$ cat config.mk
export PLATFORM = sky130hd
export DESIGN_NAME = banco_fifos_salida
export DESIGN_NICKNAME = d
export VERILOG_FILES = /design/src/rtl/banco_fifos_salida.sv
export SDC_FILE = /design/constraint.sdc
export NUM_CORES = 1
export LEC_CHECK = 0
export ABC_AREA = 1
export ABC_CLOCK_PERIOD_IN_PS = 3100
export CAP_MARGIN = 20
export CORE_ASPECT_RATIO = 1.2
export CORE_MARGIN = 2
export CORE_UTILIZATION = 55
export CTS_CLUSTER_DIAMETER = 40
export DETAILED_ROUTE_END_ITERATION = 10
export GPL_TIMING_DRIVEN = 0
export PLACE_DENSITY_LB_ADDON = 0.08
export SLEW_MARGIN = 20
export SYNTH_ARGS = -nofsm -noshare
export SYNTH_HDL_FRONTEND = slang
export SYNTH_SLANG_ARGS = --single-unit
$ cat constraint.sdc
create_clock -name clk -period 3.1 [get_ports clk]
set_input_delay 0.62 -clock clk [delete_from_list [all_inputs] [get_ports clk]]
set_output_delay 0.62 -clock clk [all_outputs]
set_load 0.005 [all_outputs]
$ cat src/rtl/banco_fifos_salida.sv
// Four-lane output FIFO bank fed by the class arbiter.
// Registered occupancy counters drive all flags; errors are sticky.
module banco_fifos_salida #(
  parameter int DATA_W = 12,
  parameter int DEPTH  = 8,
  parameter int PTR_W  = 3
) (
  input  logic                  clk,
  input  logic                  reset,
  input  logic [3:0]            push,
  input  logic [DATA_W-1:0]     data_in,
  input  logic [3:0]            pop,
  input  logic [PTR_W:0]        umbral_af,
  input  logic [PTR_W:0]        umbral_ae,
  output logic [4*DATA_W-1:0]   data_out,
  output logic [3:0]            valid_out,
  output logic [3:0]            empty,
  output logic [3:0]            full,
  output logic [3:0]            almost_full,
  output logic [3:0]            almost_empty,
  output logic [3:0]            error
);

  localparam logic [PTR_W:0] DEPTH_C = (PTR_W+1)'(DEPTH);

  logic [DATA_W-1:0]   mem_q    [4][DEPTH];
  logic [PTR_W-1:0]    wr_ptr_q [4];
  logic [PTR_W-1:0]    rd_ptr_q [4];
  logic [PTR_W:0]      cnt_q    [4];
  logic [PTR_W:0]      cnt_d    [4];
  logic [4*DATA_W-1:0] dout_q;
  logic [3:0]          valid_q;
  logic [3:0]          err_q;
  logic [3:0]          wr_en;
  logic [3:0]          rd_en;
  logic [3:0]          err_set;

  always_comb begin
    for (int i = 0; i < 4; i++) begin
      empty[i]        = (cnt_q[i] == '0);
      full[i]         = (cnt_q[i] == DEPTH_C);
      almost_full[i]  = (cnt_q[i] >= umbral_af);
      almost_empty[i] = (cnt_q[i] <= umbral_ae);
    end
  end

  // Pop on an empty lane never bypasses a same-cycle push.
  always_comb begin
    for (int i = 0; i < 4; i++) begin
      wr_en[i]   = push[i] && (!full[i] || pop[i]);
      rd_en[i]   = pop[i] && !empty[i];
      err_set[i] = (push[i] && full[i] && !pop[i])
                 || (pop[i] && empty[i]);
      cnt_d[i]   = cnt_q[i];
      if (wr_en[i] && !rd_en[i]) begin
        cnt_d[i] = cnt_q[i] + 1'b1;
      end else if (rd_en[i] && !wr_en[i]) begin
        cnt_d[i] = cnt_q[i] - 1'b1;
      end
    end
  end

  always_ff @(posedge clk) begin
    for (int i = 0; i < 4; i++) begin
      if (wr_en[i]) begin
        mem_q[i][wr_ptr_q[i]] <= data_in;
      end
    end
  end

  always_ff @(posedge clk or negedge reset) begin
    if (!reset) begin
      for (int i = 0; i < 4; i++) begin
        wr_ptr_q[i] <= '0;
        rd_ptr_q[i] <= '0;
        cnt_q[i]    <= '0;
      end
      dout_q  <= '0;
      valid_q <= '0;
      err_q   <= '0;
    end else begin
      for (int i = 0; i < 4; i++) begin
        if (wr_en[i]) begin
          wr_ptr_q[i] <= wr_ptr_q[i] + 1'b1;
        end
        if (rd_en[i]) begin
          rd_ptr_q[i] <= rd_ptr_q[i] + 1'b1;
          dout_q[i*DATA_W +: DATA_W] <= mem_q[i][rd_ptr_q[i]];
        end
        cnt_q[i] <= cnt_d[i];
      end
      valid_q <= rd_en;
      err_q   <= err_q | err_set;
    end
  end

  assign data_out  = dout_q;
  assign valid_out = valid_q;
  assign error     = err_q;

endmodule

==> results of run 1 <==
path summary, 6_finish.rpt:
path | start | endpoint | slack, ns
hold / removal | data_in[2] | mem_q[1][26] | 0.43
max in group asynchronous | reset | data_out[24] | 1.82
min in group asynchronous | reset | data_out[7] | 0.55
hold reg to reg | error[2] | error[2] | 0.46
setup / recovery | umbral_ae[3] | almost_empty[1] | 0.12
setup reg to reg | cnt_q[9] | cnt_q[11] | 0.36
through the flow:
step,util [%],cell area [um2],std cells,worst slack (ns)
final,65.0,25000,2813,0.116
after floorplan,-,21300,2118,0.938
after CTS,64.9,25000,2813,0.0277
after global placement,59.6,23000,2705,-2.85
after detailed placement,60.0,23100,2716,-0.0478
after global routing,65.0,25000,2813,0.0320
placed cells by master (no fill, tap or decap), types with 17 or more instances in the layout:
cell,n
buf_2,60
nand2_1,704
clkbuf_16,53
nor2_1,32
nand3_1,316
o21ai_0,24
edfxtp_1,384
dfrtp_1,96
ha_1,52
clkdlybuf4s50_1,87
buf_4,17
inv_1,350
synthesized netlist by cell type:
| cell | count |
|---|---|
| or2_2 | 8 |
| nand3b_1 | 4 |
| nand2_2 | 4 |
| nand2_1 | 704 |
| o211ai_1 | 4 |
| clkbuf_1 | 8 |
| edfxtp_1 | 384 |
| inv_1 | 350 |
| a21oi_1 | 12 |
| nor2_1 | 44 |
| o21ai_0 | 24 |
| nor2_2 | 4 |
| inv_2 | 12 |
| ha_1 | 52 |
| xnor2_1 | 8 |
| buf_2 | 48 |
| fa_1 | 4 |
| xor2_1 | 4 |
| nand4_1 | 8 |
| buf_4 | 16 |
| nand3_1 | 316 |
| buf_6 | 4 |
| dfrtp_1 | 96 |
cells by family after synthesis:
| group | count (synthesis) |
|---|---|
| AND/OR/NAND/NOR | 1092 |
| flip-flops | 480 |
| buffers and inverters | 438 |
| adder cells (fa/ha/maj) | 56 |
| AO/OA/AOI/OAI | 40 |
| XOR/XNOR | 12 |
metal layers:
| metal | wire length (um) | track usage (%) | vias up |
|---|---|---|---|
| met2 | 26200 | 45.8 | 427 |
| met4 | 1560 | 9.28 | 0 |
| met5 | 0 | 0 | - |
| met3 | 2550 | 2.93 | 103 |
| met1 | 20700 | 32.5 | 7041 |
| li1 | - | - | 7164 |
what timing repair did:
action	in CTS	in global routing
setup buffers	0	0
setup endpoints to repair	0	1
resized for setup	0	1
hold endpoints to repair	19	0
hold buffers	1	0
area by class of cell:
cell class / count / area, um2 / share of cell area, %
repair buffers: 113 / 1190 / 4.77
well taps: 486 / 608 / 2.43
flip-flops and latches: 480 / 13900 / 55.6
clock inverters: 31 / 445 / 1.78
multi-input cells: 1200 / 5650 / 22.5
inverters: 362 / 1360 / 5.43
clock buffers: 65 / 1420 / 5.68
plain buffers: 76 / 435 / 1.74
critical path: cells and delay by family:
family | cells | cell delay, ns
buffers and inverters | 3 | 1.11
adders and majority gates | 1 | 0.33
AOI/OAI and AO/OA | 3 | 0.30
flip-flops by register name, indices dropped and copies added (netlist names):
signal / cells
mem_q: 384
data_out: 48
cnt_q: 16
rd_ptr_q: 12
wr_ptr_q: 12
error: 4
valid_out: 4
power groups by stage:
stage / sequential, mW / combinational, mW / clock, mW
after global routing: 9.12 / 9.33 / 7.01
after floorplan: 8.95 / 5.21 / 0
final: 8.98 / 8.34 / 6.64
after global placement: 9.09 / 8.07 / 0
after CTS: 9.00 / 8.36 / 6.72
after detailed placement: 9.11 / 8.29 / 0
==> results.toml, run 1 <==
[run_status]
status = "complete, no violations"

[logic_synthesis]
synth.distinct_cells = 23
yosysTopAreaCell = "edfxtp_1"
ys_seq_area_share_pct = 65.3
syn_inst = 2118
synth_fp_nets = 2204
synthAdderAreaFrac_pct = 3.42
synth_compound_area_share_pct = 0.985
ys_warn_count = 0
syn_avg_cell_area_um2 = 10.1
synth_top_family_by_area = "simple AND/OR/NAND/NOR gates"
ys_seq_elements = 480
synth_simple_gate_area_share_pct = 21.4
synth_mux_area_share_pct = 0
synthXorXnorAreaFrac_pct = 0.492
syn_area_um2 = 21300
synth_top_area_share_pct = 54.0
synth_area_leaders = "edfxtp_1 54%, nand2_1 12%, dfrtp_1 11%"

[drt]
vias_per_cell = 5.24
wire_per_inst_um = 18.1
wirelength_um = 51000
drcViolationCount = 0
final_antenna_net_count = 0
dr.pass1.iters = 6
drt_iter0_markers = 1080
vias = 14700

[floorplanning]
initial_core_util_pct = 55.4
rows = 79
core-area_um2 = 38500
io_pins = 102
die_area_um2 = 40400
die_w_um = 184
fp.dieH_um = 220

[worst_setup_path]
cp-end-kind = "output pin"
crit_chain = "clkdlybuf4s50_1 > inv_1 > ha_1 > a21oi_1 > o21ai_0 > o21ai_0 > clkdlybuf4s50_1"
crit_slowest_cell = "clkdlybuf4s50_1"
crit_path_max_incr_delay_ns = 0.54
arrival_ns = 2.36
cp-start-kind = "input port"
r2r_cells = 13
crit_fanout = 4
criticalPathCategory = "in2out"
worstPathRequired_ns = 2.48

[global_routing]
grt_usage_pct = 25.7
grt_max_degree = 54
grt_pass1_vias = 14500
antenna_found_initial = 0
overflow = 0
grt_pass1_wl_um = 78000

[final_layout]
finish.net_count = 2372
area_delta_synth_final_pct = 17.3
num-fill-cells = 3029
drive_gt1_share_pct = 9.33
antennaDiodeCount = 0

[clock_tree]
cts_root_buf = "clkbuf_16"
cts_made_buffers = 53
worstSkewPairLatency_ns = 0.57
cts.path.max_buffers = 3
htree_levels = 2
cts_tree = "built"
cts.reportedPaths.clkPinSlew_ns = 0.06
cts_sinks = 480

[sta]
tns_ns = 0
worst_pin_slew_ns = 1.12
rsz0062_at_grt = "no"
min_period_ns = 2.98
setup_viol = 0
whs_ns = 0.429
drv_slew = 0
slew_headroom_pct = 25.3
finalCritPeriodShare_pct = 96.3
fmaxAchievable_mhz = 335
fin_skew_ns = 0.0156
hold_viol_final = 0

[power]
p_sw_mw = 8.44
p_per_area_nw_per_um2 = 957
leakage_nw = 11.3
swShare_pct = 35.2
combPwrFrac_pct = 34.8
p_total_mw = 24.0
vdd_drop_max_mv = 0.580
power.share.sequential_pct = 37.5
p_clk_share_pct = 27.7
p_int_mw = 15.5

[worst_hold_path]
hold_depth = 1
min_path_type = "in2reg"

[placed_design]
hpwl_um = 34200
gp_congestion = 0.886
io_buffers = 101

[run]
drv_cap = 0
Power figures use the tool's default switching activity.
==> run 2, diff against run 1 <==
--- a/config.mk
+++ b/config.mk
@@ -9,7 +9,7 @@
 export ABC_CLOCK_PERIOD_IN_PS = 3100
 export CAP_MARGIN = 20
 export CORE_ASPECT_RATIO = 1.2
-export CORE_MARGIN = 2
+export CORE_MARGIN = 1.5
 export CORE_UTILIZATION = 55
 export CTS_CLUSTER_DIAMETER = 40
 export DETAILED_ROUTE_END_ITERATION = 10
==> run 2 against run 1 <==
Effect of this change:
- register-to-register slack is essentially flat
- largest power group unchanged
- combinational power is essentially flat
- clock skew grew 0.0022 ns
- sequential power is essentially flat
- global-route usage is essentially flat
- maximum frequency grew 0.68%
- via count shrank 0.46%
- sequential share of layout area shrank 0.39 points
- count of clock-buffer cells in the layout grew 1
- final area grew 0.70%
- highest routed layer unchanged
- critical path depth is the same
==> results.toml, run 2 (synthesis gave the netlist of run 1 again) <==
[power]
leakage_nw = 11.4
p_total_mw = 24.1
vdd_drop_max_mv = 0.512
p_per_area_nw_per_um2 = 957

[final_layout]
largest_reg_flops = 384
final_area_um2 = 25200
multi_input_area_um2 = 5650
num-fill-cells = 2921
regArea_um2 = 13900
drive_gt1_share_pct = 9.84
final_cell_count_no_fill = 2818
antennaDiodeCount = 0
finish.net_count = 2379
area_delta_synth_final_pct = 18.2
final_util_pct = 66.3
mostFrequentLayoutCells = "704 x nand2_1, 384 x edfxtp_1, 349 x inv_1, 316 x nand3_1, 96 x dfrtp_1"
final_common_cell = "nand2_1"

[global_routing]
grt_max_degree = 57
overflow = 0
grt_pass1_vias = 14300
antenna_found_initial = 0
grt_pass1_wl_um = 77800
grt_usage_pct = 25.7

[clock_tree]
cts_made_buffers = 55
htree_levels = 2
cts_sinks = 480
cts.path.max_buffers = 3
postCtsSetupBuffers = 0
cts_root_buf = "clkbuf_16"
cts.reportedPaths.clkPinSlew_ns = 0.06
worstSkewPairLatency_ns = 0.58
cts_tree = "built"

[placed_design]
dpl_cell_area_um2 = 23200
hpwl_um = 33800
io_buffers = 101
dp.cells = 2711
gp_congestion = 0.852

[sta]
hold_viol_final = 0
fin_skew_ns = 0.0179
worst_pin_slew_ns = 1.08
setup_viol = 0
fmaxAchievable_mhz = 337
slew_headroom_pct = 28.0
whs_ns = 0.352
min_period_ns = 2.96
finalCritPeriodShare_pct = 95.6
drv_slew = 0
rsz0062_at_grt = "no"

[worst_setup_path]
r2r_cells = 13
arrival_ns = 2.34
crit_slowest_cell = "clkdlybuf4s50_1"
crit_path_max_incr_delay_ns = 0.53
crit_fanout = 4
r2r_start = "cnt_q[9]"
critPathLaunch = "umbral_ae[3]"
crit_chain = "clkdlybuf4s50_1 > inv_1 > ha_1 > a21oi_1 > o21ai_0 > o21ai_0 > clkdlybuf4s50_1"
cp-start-kind = "input port"
r2r_slack_ns = 0.36
worstPathRequired_ns = 2.48
critical_path.endpoint = "almost_empty[3]"
criticalPathCategory = "in2out"
r2r_end = "cnt_q[11]"
cp-end-kind = "output pin"

[drt]
drcViolationCount = 0
final_antenna_net_count = 0
vias_per_cell = 5.20
wirelength_um = 49600
drt_iter0_markers = 1138
wire_per_inst_um = 17.6
vias = 14700
dr.pass1.iters = 5

[floorplanning]
die_w_um = 183
io_pins = 102
initial_core_util_pct = 56.1
fp.dieH_um = 219
rows = 78
core-area_um2 = 38100
die_area_um2 = 40000

[run_status]
status = "complete, no violations"

[run]
drv_cap = 0

[worst_hold_path]
min_path_type = "in2reg"
-- run 2: changes by cell type in the layout (fill, tap and decap cells not counted), moves of 2 or more --
| cell | delta |
|---|---|
| inv_6 | +4 |
| buf_16 | +5 |
| clkbuf_16 | +2 |
| buf_4 | +4 |
| clkinv_2 | -3 |
| dlymetal6s2s_1 | +2 |
| clkdlybuf4s50_1 | -2 |
| clkinv_4 | +2 |
| buf_12 | -4 |
| inv_8 | +3 |
-- run 2: area by class of cell --
type / count / share of cell area [%]
Timing Repair Buffer: 118 / 5.11
Sequential cell: 480 / 55.3
Buffer: 76 / 1.73
Tap cell: 480 / 2.38
Inverter: 362 / 5.39
Clock buffer: 66 / 5.78
Clock inverter: 36 / 1.97
Multi-Input combinational cell: 1200 / 22.4
-- run 2: what timing repair did --
action,CTS,global route
hold buffers,1,0
hold endpoints to repair,35,0
resized for setup,0,4
endpoints found under the setup margin,0,5
-- run 2: metal layers --
layer / GRT usage (%) / vias up / wire, um
li1: - / 7175 / -
met1: 34.5 / 6934 / 21200
met2: 43.2 / 457 / 24100
met3: 2.95 / 101 / 2580
met4: 9.95 / 0 / 1750
met5: 0 / - / 0
-- run 2: power breakdown --
part / leakage, nW / internal (mW) / switching (mW) / total [mW]
clock network: 0.941 / 4.17 / 2.68 / 6.85
logic: 5.81 / 3.15 / 5.15 / 8.31
registers: 4.64 / 8.28 / 0.696 / 8.98
-- run 2: worst min-delay path by stage --
| stage | start | end | cells past startpoint |
|---|---|---|---|
| final | data_in[4] | mem_q[0][28] | 1 |
| after global placement | error[2] | error[2] | 1 |
| after CTS | data_in[4] | mem_q[0][28] | 1 |
| after detailed placement | error[0] | error[0] | 1 |
| after global routing | data_in[4] | mem_q[0][28] | 1 |
| after floorplan | reset | cnt_q[0] | 0 |
-- run 2: stage by stage --
| step | setup WS, ns | TNS (ns) |
|---|---|---|
| detailed placement | 0.00932 | 0 |
| finish | 0.136 | 0 |
| floorplan | 0.938 | 0 |
| CTS | 0.0518 | 0 |
| global placement | -2.77 | -265.46 |
| global route | 0.0445 | 0 |
-- run 2: critical path: cells and delay by family --
kind / cells / cell delay (ns)
adder cells (fa/ha/maj): 1 / 0.33
AO/OA/AOI/OAI: 3 / 0.31
buffers and inverters: 3 / 1.08
==> run 3, diff against run 2 <==
--- a/config.mk
+++ b/config.mk
@@ -15,6 +15,8 @@
 export DETAILED_ROUTE_END_ITERATION = 10
 export GPL_TIMING_DRIVEN = 0
 export PLACE_DENSITY_LB_ADDON = 0.08
+export RECOVER_POWER = 50
+export SKIP_CTS_REPAIR_TIMING = 1
 export SLEW_MARGIN = 20
 export SYNTH_ARGS = -nofsm -noshare
 export SYNTH_HDL_FRONTEND = slang
==> run 3 against run 2 <==
Effect of this change:
- combinational power decreased by 0.6%
- register-to-register slack got worse by 0.13 ns
- critical path type unchanged
- highest routed layer unchanged
- die area is the same
- non-clock buffer count stayed put
- the flow now finishes with violations (max-capacitance violations, max-slew violations)
- sequential share of layout area is 0.62 points higher
- maximum frequency about the same
- hold slack improved by 0.060 ns
- final cell count is the same
- final area decreased by 1.1%
- worst setup slack about the same
- largest cell class unchanged
- first-iteration DRC count decreased by 3.3%
==> results.toml, run 3 (synthesis gave the netlist of run 1 again) <==
[run_status]
status = "complete, but fails checks"
violations = "max-capacitance violations, max-slew violations"

[floorplanning]
die_area_um2 = 40000
die_w_um = 183
initial_core_util_pct = 56.1
rows = 78
fp.dieH_um = 219
core-area_um2 = 38100
io_pins = 102

[drt]
dr.pass1.iters = 5
drcViolationCount = 0
final_antenna_net_count = 0
wire_per_inst_um = 17.7
wirelength_um = 49800
drt_iter0_markers = 1100
vias_per_cell = 5.21
vias = 14700

[worst_setup_path]
r2r_start = "cnt_q[5]"
crit_slowest_cell = "clkdlybuf4s50_1"
crit_chain = "clkdlybuf4s50_1 > inv_1 > ha_1 > a21oi_1 > o21ai_0 > o21ai_0 > clkdlybuf4s50_1"
critPathLaunch = "umbral_ae[3]"
crit_path_max_incr_delay_ns = 0.53
cp-end-kind = "output pin"
crit_fanout = 4
criticalPathCategory = "in2out"
worstPathRequired_ns = 2.48
cp-start-kind = "input port"
arrival_ns = 2.34

[sta]
finalCritPeriodShare_pct = 95.6
fin_skew_ns = 0.0172
setup_viol = 0
min_period_ns = 2.96
worst_slack_ns = 0.136
rsz0062_at_grt = "no"
worst_pin_slew_ns = 1.91
fmaxAchievable_mhz = 337
slew_headroom_pct = -27.0
drv_slew = 146
hold_viol_final = 0

[clock_tree]
cts_made_buffers = 55
cts_sinks = 480
htree_levels = 2
cts.reportedPaths.clkPinSlew_ns = 0.06
cts_tree = "built"
cts.path.max_buffers = 3
cts_root_buf = "clkbuf_16"
worstSkewPairLatency_ns = 0.58

[final_layout]
final_common_cell = "nand2_1"
drive_gt1_share_pct = 8.47
finish.net_count = 2379
final_cell_count_no_fill = 2818
antennaDiodeCount = 0
largest_reg_flops = 384
area_delta_synth_final_pct = 16.8
mostFrequentLayoutCells = "707 x nand2_1, 384 x edfxtp_1, 351 x inv_1, 316 x nand3_1, 96 x dfrtp_1"

[run]
drv_cap = 5

[placed_design]
gp_congestion = 0.852
place_ws_ns = 0.00932
io_buffers = 101
dp.cells = 2711
hpwl_um = 33800

[global_routing]
grt_pass1_vias = 14300
grt_max_degree = 57
grt_usage_pct = 25.7
overflow = 0
antenna_found_initial = 0
grt_pass1_wl_um = 77800

[power]
leakage_nw = 11.2
vdd_drop_max_mv = 0.514
p_per_area_nw_per_um2 = 966
p_total_mw = 24.1

[worst_hold_path]
min_path_type = "in2reg"
min_from = "data_in[4]"
-- run 3: cell types whose count changed in the layout (fill, tap and decap cells not counted), sizes merged --
cell           delta
dlygate4sd3       +1
buf              -25
clkbuf           +25
clkdlybuf4s50     -1
-- run 3: metrics by stage --
stage / instance area [um2] / utilization, % / setup TNS [ns] / hold slack, ns
after floorplan: 21300 / - / 0 / 0.324
after global placement: 23000 / 60.3 / -265.46 / 0.457
after detailed placement: 23200 / 61.0 / 0 / 0.463
after CTS: 25200 / 66.1 / 0 / -0.0492
after global routing: 24900 / 65.5 / 0 / 0.379
final: 24900 / 65.5 / 0 / 0.412
-- run 3: critical path: cells and delay by family --
family	cells	cell delay, ns
fa+ha+maj	1	0.33
compound gates	3	0.31
buf+inv	3	1.08
-- run 3: worst paths after layout --
path,depth (start not counted),slack (ns),endpoint
worst max-delay path,7,0.14,almost_empty[3]
worst min-delay path,1,0.41,mem_q[0][28]
max in group asynchronous,3,0.72,data_out[38]
worst min register to register,2,0.48,data_out[19]
min in group asynchronous,2,0.80,rd_ptr_q[5]
worst max register to register,13,0.23,cnt_q[7]
-- run 3: cell type report --
| cell class | instances | area [um2] |
|---|---|---|
| timing repair buffer | 118 | 1030 |
| sequential | 480 | 13900 |
| clock inverter | 36 | 497 |
| fill | 2967 | 13100 |
| clock buffer | 66 | 1460 |
| buffer | 76 | 428 |
| multi-input combinational | 1200 | 5630 |
| inverter | 362 | 1360 |
| tap | 480 | 601 |
-- run 3: layer usage --
layer  global-route usage, %  share of wire [%]
met4                    9.95                3.5
met3                    2.97                5.0
met1                    34.5                 43
met2                    43.2                 48
met5                       0                  0
-- run 3: report_power, final --
part,internal (mW),total [mW],switching (mW)
Combinational,3.10,8.26,5.16
Sequential,8.29,8.98,0.690
Clock,4.17,6.85,2.69
